File: config.mk
export PLATFORM = sky130hd
export DESIGN_NAME = bcd_counter_n
export DESIGN_NICKNAME = d
export VERILOG_FILES = /design/src/rtl/bcd_counter_n.sv
export SDC_FILE = /design/constraint.sdc
export NUM_CORES = 1
export LEC_CHECK = 0
export ABC_AREA = 1
export CAP_MARGIN = 5
export CORE_ASPECT_RATIO = 1.4
export CORE_MARGIN = 4
export CORE_UTILIZATION = 28
export DETAILED_ROUTE_END_ITERATION = 16
export GPL_TIMING_DRIVEN = 0
export PLACE_DENSITY = 0.6
export SLEW_MARGIN = 20
export SYNTH_ARGS = -nofsm -noshare
export SYNTH_HDL_FRONTEND = slang
export SYNTH_SLANG_ARGS = --single-unit
File: constraint.sdc
create_clock -name clock -period 1.5 [get_ports clock]
set_input_delay 0.225 -clock clock [delete_from_list [all_inputs] [get_ports clock]]
set_output_delay 0.225 -clock clock [all_outputs]
set_load 0.02 [all_outputs]
File: src/rtl/bcd_counter_n.sv
// -----------------------------------------------------------------------------
// bcd_counter_n
//
// Parametrised multi-digit up/down BCD counter. DIGITS cascaded decade stages,
// each counting 0..9, with ripple carry/borrow between digits, parallel load,
// per-digit terminal flags and cascade outputs for chaining instances.
//
// Build option:
//   BCD_SATURATE_EN  (undefined by default)
//     undefined : inc at all-9s wraps to all-0s, dec at all-0s wraps to all-9s
//     defined   : inc at all-9s holds all-9s, dec at all-0s holds all-0s;
//                 carry_out / borrow_out still pulse on the blocked step
//
// Parameters:
//   DIGITS      number of BCD digits (1..8); counter width is 4*DIGITS
//
// Ports:
//   clock       system clock, all state on rising edge
//   reset       synchronous, active-high; clears Count to 0
//   inc         count-up enable, one step per cycle while high
//   dec         count-down enable, one step per cycle while high
//   load        parallel load strobe (priority below reset, above inc/dec)
//   load_val    BCD value loaded when load=1; digit 0 in [3:0]; digits > 9
//               are stored as 0
//   Count       registered BCD count; digit 0 in [3:0]
//   digit_eq_9  bit i set when digit i == 9 (decoded from Count)
//   digit_eq_0  bit i set when digit i == 0 (decoded from Count)
//   carry_out   combinational: an up-step from all-9s happens this cycle
//   borrow_out  combinational: a down-step from all-0s happens this cycle
//
// Cascade handshake: carry_out/borrow_out are single-cycle strobes that are
// valid in the same cycle as the causing inc/dec; the downstream instance
// samples them as its inc/dec on the same rising edge the upstream wraps.
// There is no back-pressure.
// -----------------------------------------------------------------------------
module bcd_counter_n #(
    parameter int DIGITS = 4
) (
    input  logic                clock,
    input  logic                reset,
    input  logic                inc,
    input  logic                dec,
    input  logic                load,
    input  logic [4*DIGITS-1:0] load_val,
    output logic [4*DIGITS-1:0] Count,
    output logic [DIGITS-1:0]   digit_eq_9,
    output logic [DIGITS-1:0]   digit_eq_0,
    output logic                carry_out,
    output logic                borrow_out
);

    localparam int W = 4 * DIGITS;

    // Qualified step requests: reset and load both pre-empt counting.
    logic step_up;
    logic step_dn;
    // Step actually applied to Count (differs only in the saturating build).
    logic apply_up;
    logic apply_dn;

    logic full;
    logic empty;

    // up_en[i]: digits 0..i-1 are all 9, so digit i takes part in an up-step.
    // dn_en[i]: digits 0..i-1 are all 0, so digit i takes part in a down-step.
    logic [DIGITS-1:0] up_en;
    logic [DIGITS-1:0] dn_en;

    logic [W-1:0] load_fix;
    logic [W-1:0] up_val;
    logic [W-1:0] dn_val;

    // -------------------------------------------------------------------------
    // Per-digit terminal decode from the registered count only.
    // -------------------------------------------------------------------------
    always_comb begin : digit_decode
        digit_eq_9 = '0;
        digit_eq_0 = '0;
        for (int i = 0; i < DIGITS; i++) begin
            digit_eq_9[i] = (Count[4*i +: 4] == 4'd9);
            digit_eq_0[i] = (Count[4*i +: 4] == 4'd0);
        end
    end

    assign full  = &digit_eq_9;
    assign empty = &digit_eq_0;

    assign step_up = inc & ~dec & ~load & ~reset;
    assign step_dn = dec & ~inc & ~load & ~reset;

    assign carry_out  = step_up & full;
    assign borrow_out = step_dn & empty;

`ifdef BCD_SATURATE_EN
    // Block the step that would wrap; the cascade strobes above still fire
    // so an upstream overflow attempt remains visible.
    assign apply_up = step_up & ~full;
    assign apply_dn = step_dn & ~empty;
`else
    assign apply_up = step_up;
    assign apply_dn = step_dn;
`endif

    // -------------------------------------------------------------------------
    // Ripple enables. Written as a running AND so the whole chain is a single
    // combinational prefix that closes within one clock.
    // -------------------------------------------------------------------------
    always_comb begin : ripple_enables
        logic run9;
        logic run0;
        run9  = 1'b1;
        run0  = 1'b1;
        up_en = '0;
        dn_en = '0;
        for (int i = 0; i < DIGITS; i++) begin
            up_en[i] = run9;
            dn_en[i] = run0;
            run9     = run9 & digit_eq_9[i];
            run0     = run0 & digit_eq_0[i];
        end
    end

    // -------------------------------------------------------------------------
    // Candidate next values for each operation, computed digit by digit.
    // A digit that steps past 9 (up) or below 0 (down) rolls to 0 / 9; with
    // every digit rolling this produces the default-build wrap-around.
    // -------------------------------------------------------------------------
    always_comb begin : next_values
        logic [3:0] d;
        logic [3:0] lv;
        d        = '0;
        lv       = '0;
        load_fix = '0;
        up_val   = '0;
        dn_val   = '0;
        for (int i = 0; i < DIGITS; i++) begin
            d  = Count[4*i +: 4];
            lv = load_val[4*i +: 4];

            // Non-BCD load digits are squashed to 0 so Count stays legal.
            load_fix[4*i +: 4] = (lv > 4'd9) ? 4'd0 : lv;

            if (!up_en[i]) begin
                up_val[4*i +: 4] = d;
            end else if (d == 4'd9) begin
                up_val[4*i +: 4] = 4'd0;
            end else begin
                up_val[4*i +: 4] = d + 4'd1;
            end

            if (!dn_en[i]) begin
                dn_val[4*i +: 4] = d;
            end else if (d == 4'd0) begin
                dn_val[4*i +: 4] = 4'd9;
            end else begin
                dn_val[4*i +: 4] = d - 4'd1;
            end
        end
    end

    // -------------------------------------------------------------------------
    // Count register: reset > load > up > down > hold.
    // inc=dec=1 leaves both apply_* low and therefore holds.
    // -------------------------------------------------------------------------
    always_ff @(posedge clock) begin
        if (reset) begin
            Count <= '0;
        end else if (load) begin
            Count <= load_fix;
        end else if (apply_up) begin
            Count <= up_val;
        end else if (apply_dn) begin
            Count <= dn_val;
        end
    end

endmodule
Word-level counts from Yosys, hierarchy flattened
Index checks and enable logic that the tools add are counted.

Register bits after elaboration: 16. Input bits: 21. Output and inout port bits: 26. Word-level logic and storage cells: 73.

Add/sub/neg operators: 8. Order comparisons: 4. Eq/ne operators: 7. Multiplexer cells: 21. Bitwise logic cells: 16. Reductions and logical operators: 13.

Operator list (count): 2-to-1 mux 4 bit (18); 2-to-1 mux 16 bit (3); adder 4 x 1 -> 4 bit (second input constant) (4); equality test 4 bit (second input constant) (4); greater-than comparator 4 bit (second input constant) (4); zero test 4 bit (4); subtractor 4 x 1 -> 4 bit (second input constant) (4); AND 1 bit (12); nonzero test 3 bit (4); AND reduction 3 bit (3); AND reduction 4 bit (2); inequality test 3 x 2 -> 1 bit (second input constant) (2); inverter 1 bit (4); inequality test 3 bit (second input constant) (1).

Longest topological paths before layout
Word-level depth: 7. Depth in mapped cells: 11. Gate-level depth less buffers: 10.

Worst setup path before layout
No wires, ideal clock.

Path type: register -> output. Start point: reg Count[3]. End point: out carry_out. Data arrival time: 1629 ps. Data required time: 1275 ps. Slack: -354 ps. Cell stages (with the launch flop): 5. Path buffers: 0. Path through: dfxtp_1 nand2_1 nor2_4 nand3_2 nor4_1.

Cells in the longest elaborated chain, start to end: 3.

Ends and longest elaborated chain: start: declaration (RTL line 45) `output logic [4*DIGITS-1:0] Count,`; start signal: assignment (RTL line 169) `Count <= load_fix;`; start signal: assignment (RTL line 171) `Count <= up_val;`; start signal: assignment (RTL line 173) `Count <= dn_val;`; equality test 4 bit (RTL line 80) `digit_eq_9[i] = (Count[4*i +: 4] == 4'd9);`; net digit_eq_9[0] (RTL line 46) `output logic [DIGITS-1:0] digit_eq_9,`; AND reduction 4 bit (RTL line 85) `assign full = &digit_eq_9;`; AND 1 bit (RTL line 91) `assign carry_out = step_up & full;`; end: declaration (RTL line 48) `output logic carry_out,`.

The timed path passes the listed nets, and every way through them passes these cells.

Worst setup path in the final report
Start point: reg Count[2]. End point: out carry_out.

Cells in the longest elaborated chain, start to end: 3.

Ends and longest elaborated chain (RTL line): equality test 4 bit (80); AND reduction 4 bit (85); AND 1 bit (91).

No other way between the ends.

==> impl_metrics.py <==
metrics = {
    "outcome": {
        "status": "complete, but fails checks",
        "violations": "negative setup slack",
    },
    "timing": {
        "period_needed_ps": 1559,
        "period_share_pct": 103.9,
        "tightest_slew_ps": 544.6,
        "slew_headroom_pct": 63.69,
        "tns_ps": -149.5,
        "clock_skew_ps": 1.379,
        "setup_slack_ps": -58.90,
        "fmax_mhz": 641.5,
        "rsz0062_at_grt": "yes",
        "hold_viol": 0,
        "setup-violations-final": 3,
        "slew_viol_final": 0,
    },
    "power_and_ir_drop": {
        "pwr_density_cell_nw_per_um2": 712.2,
        "static-leakage-power_nw": 1.286,
        "vdd_ir_drop_max_mv": 0.2969,
    },
    "route": {
        "firstDrtPassIters": 5,
        "avgRoutedWirePerCell_um": 12.69,
        "drtIter0Drc": 126,
        "wirelength_um": 5357,
        "drtAntennaViolNets": 0,
        "vias_per_cell": 4.855,
        "drc": 0,
        "num_vias": 2049,
    },
    "final_layout": {
        "largest_reg_flops": 16,
        "n_antenna_cell": 0,
        "top_regs": "Count: 16 flops",
        "fin_cells": 422,
        "regMostFlops": "Count",
        "nFillCells": 620,
        "drive_gt1_share_pct": 29.38,
        "finalNetCount": 377,
        "area_growth_pct": 49.36,
        "finalInstanceArea_um2": 2472,
    },
    "placed_design": {
        "place_inst": 403,
        "routabilityCongestion": 0.8471,
        "io_buffers": 45,
        "post-place-ws_ps": -879.8,
        "post-dp-hpwl_um": 3880,
        "place_area_um2": 2202,
    },
    "floorplanning": {
        "rows": 32,
        "io_pins": 47,
        "initial_core_util_pct": 29.53,
        "fp.dieW_um": 72.99,
        "core_area_um2": 5605,
        "die_h_um": 98.98,
        "die_area_um2": 7224,
    },
    "yosys": {
        "seq_area_frac_synth_pct": 19.35,
        "yosysUniqueCellTypes": 26,
        "synth_area_per_cell_um2": 5.708,
        "yosysMostFrequentCell": "nand2_1",
        "yosysTopAreaCell": "dfxtp_1",
        "synthDominantCellAreaShare_pct": 19.35,
        "synth_nets": 311,
        "synth_area_um2": 1655,
        "synth.area.top_cells": "dfxtp_1, nand2_1, nand3_1",
        "yosys-top-cells-count": "nand2_1, nor2_1, nand3_1",
        "async_reset_ff_share_pct": 0,
        "synth-seq-cells": 16,
        "synth_edf_count": 0,
        "synth_flop_cell": "dfxtp_1",
        "yosysWarnings": 0,
        "postSynthCellCount": 290,
    },
    "critical_path": {
        "cp-start-kind": "flop",
        "crit_cells": 6,
        "ff2ff_setup_slack_ps": 60,
        "cp_slowest_cell": "dfxtp_4",
        "path_cells": "inv_4 -> nand2_4 -> nor2_4 -> nand3_4 -> nor4_4 -> buf_4",
        "criticalPathCategory": "flop to primary output",
        "crit_path_end_kind": "primary output",
        "reg2reg_to": "Count[10]",
        "required_ps": 1270,
        "cp_data_arrival_time_ps": 1330,
        "path_max_fanout": 5,
        "crit_family": "simple AND/OR/NAND/NOR gates",
        "path_buf_inv": 2,
        "timing.rr.start": "Count[2]",
        "cp_slowest_stage_delay_ps": 370,
        "r2r.worst_path.cells": 11,
    },
    "hold_path": {
        "hold_class": "input port to flop",
        "holdPathStages": 5,
        "whs_endpoint": "Count[8]",
        "worstHoldStart": "load",
    },
    "global_routing": {
        "grt_overflow": 0,
        "grt_pass1_wl_um": 8838,
        "antenna_found_initial": 0,
        "grt_pass1_vias": 1960,
        "grt_start_max_net_pins": 11,
        "grt_use_total_pct": 15.25,
    },
    "flow_run": {
        "max_cap_viol_count": 0,
    },
    "clocking": {
        "clockRootBuffer": "clkbuf_8",
        "clk_pin_slew_worst_paths_ps": 70,
        "numCtsBuffers": 3,
        "clock_path_buffers": 2,
        "cts.sinks": 16,
        "cts_tree": "yes",
        "h-tree-depth": 1,
        "cts_hold_buf": 0,
        "insertion_delay_ps": 250,
    },
}
-- how the worst max path moves through the flow --
stage	start	slack, ps	end
global placement	inc	-890	carry_out
global route	Count[2]	-150	carry_out
finish	Count[2]	-60	carry_out
floorplan	Count[3]	-120	carry_out
detailed placement	reset	-880	carry_out
CTS	Count[1]	-150	carry_out
-- tightest hold or removal path, cell delays in order --
cell and delay, ps:
buf_6 110, nand3_1 80, o21ai_0 70, o21ai_1 70, nor2_1 70
-- power breakdown --
part	switching [mW]	internal [mW]
Clock	0.159	0.178
Sequential	0.0793	0.474
Combinational	0.512	0.359
Total	0.750	1.01
-- layout by cell type, fill, tap and decap left out, types with 2 or more instances in the layout --
cell / netlist / final
nor3_1: 4 / 3
nor2_4: 8 / 13
a21oi_1: 17 / 17
inv_1: 27 / 22
buf_6: 3 / 3
nand2_1: 83 / 78
nand2_4: 2 / 5
o211ai_1: 2 / 2
buf_2: 0 / 4
nand3_4: 3 / 5
dfxtp_1: 16 / 2
nor2_1: 36 / 31
nand3_1: 32 / 30
dfxtp_2: 0 / 5
inv_4: 0 / 3
buf_4: 2 / 21
dlymetal6s2s_1: 0 / 6
nor2_2: 5 / 5
clkbuf_2: 0 / 2
nand2_2: 8 / 10
o21ai_0: 19 / 19
clkbuf_1: 2 / 2
clkdlybuf4s50_1: 0 / 18
dlygate4sd2_1: 0 / 12
inv_2: 9 / 11
clkbuf_8: 0 / 3
o21ai_1: 5 / 5
dfxtp_4: 0 / 9
-- per-layer routing --
layer | part of all wire, % | track usage (%)
met1 | 40 | 17.69
met2 | 53 | 28.26
met3 | 5.4 | 1.837
met4 | 1.7 | 4.403
met5 | 0 | 0
-- stage by stage --
step | hold WS (ps) | utilization [%] | total power, mW
floorplan | 294.1 | - | 1.052
global placement | 537.7 | 39.29 | 1.343
detailed placement | 543.4 | 39.29 | 1.344
CTS | 419.6 | 42.70 | 1.746
global route | 461.3 | 44.11 | 1.896
finish | 408.4 | 44.11 | 1.761
-- what timing repair did --
| action | 4_1_cts | 5_1_grt |
|---|---|---|
| gates resized for setup | 88 | 22 |
| pin swaps | 8 | 6 |
| hold endpoints to repair | 0 | 0 |
| buffers inserted | 12 | 4 |
| endpoints found under the setup margin | 25 | 13 |
-- cell type report --
type                       count  area [um^2]  area share, %
buffer                         7        56.30          2.277
sequential                    16        360.3          14.57
multi-input combinational    230         1249          50.51
clock buffer                   3        41.29          1.670
tap                           68        85.08          3.441
inverter                      37        147.6          5.972
timing repair buffer          61        533.0          21.56
-- cell families after synthesis --
| family | share of synthesized area, % |
|---|---|
| buf+inv | 11.87 |
| simple gates | 54.12 |
| flops | 19.35 |
| compound gates | 14.66 |
Note: power is estimated with default switching activity, not from simulation.
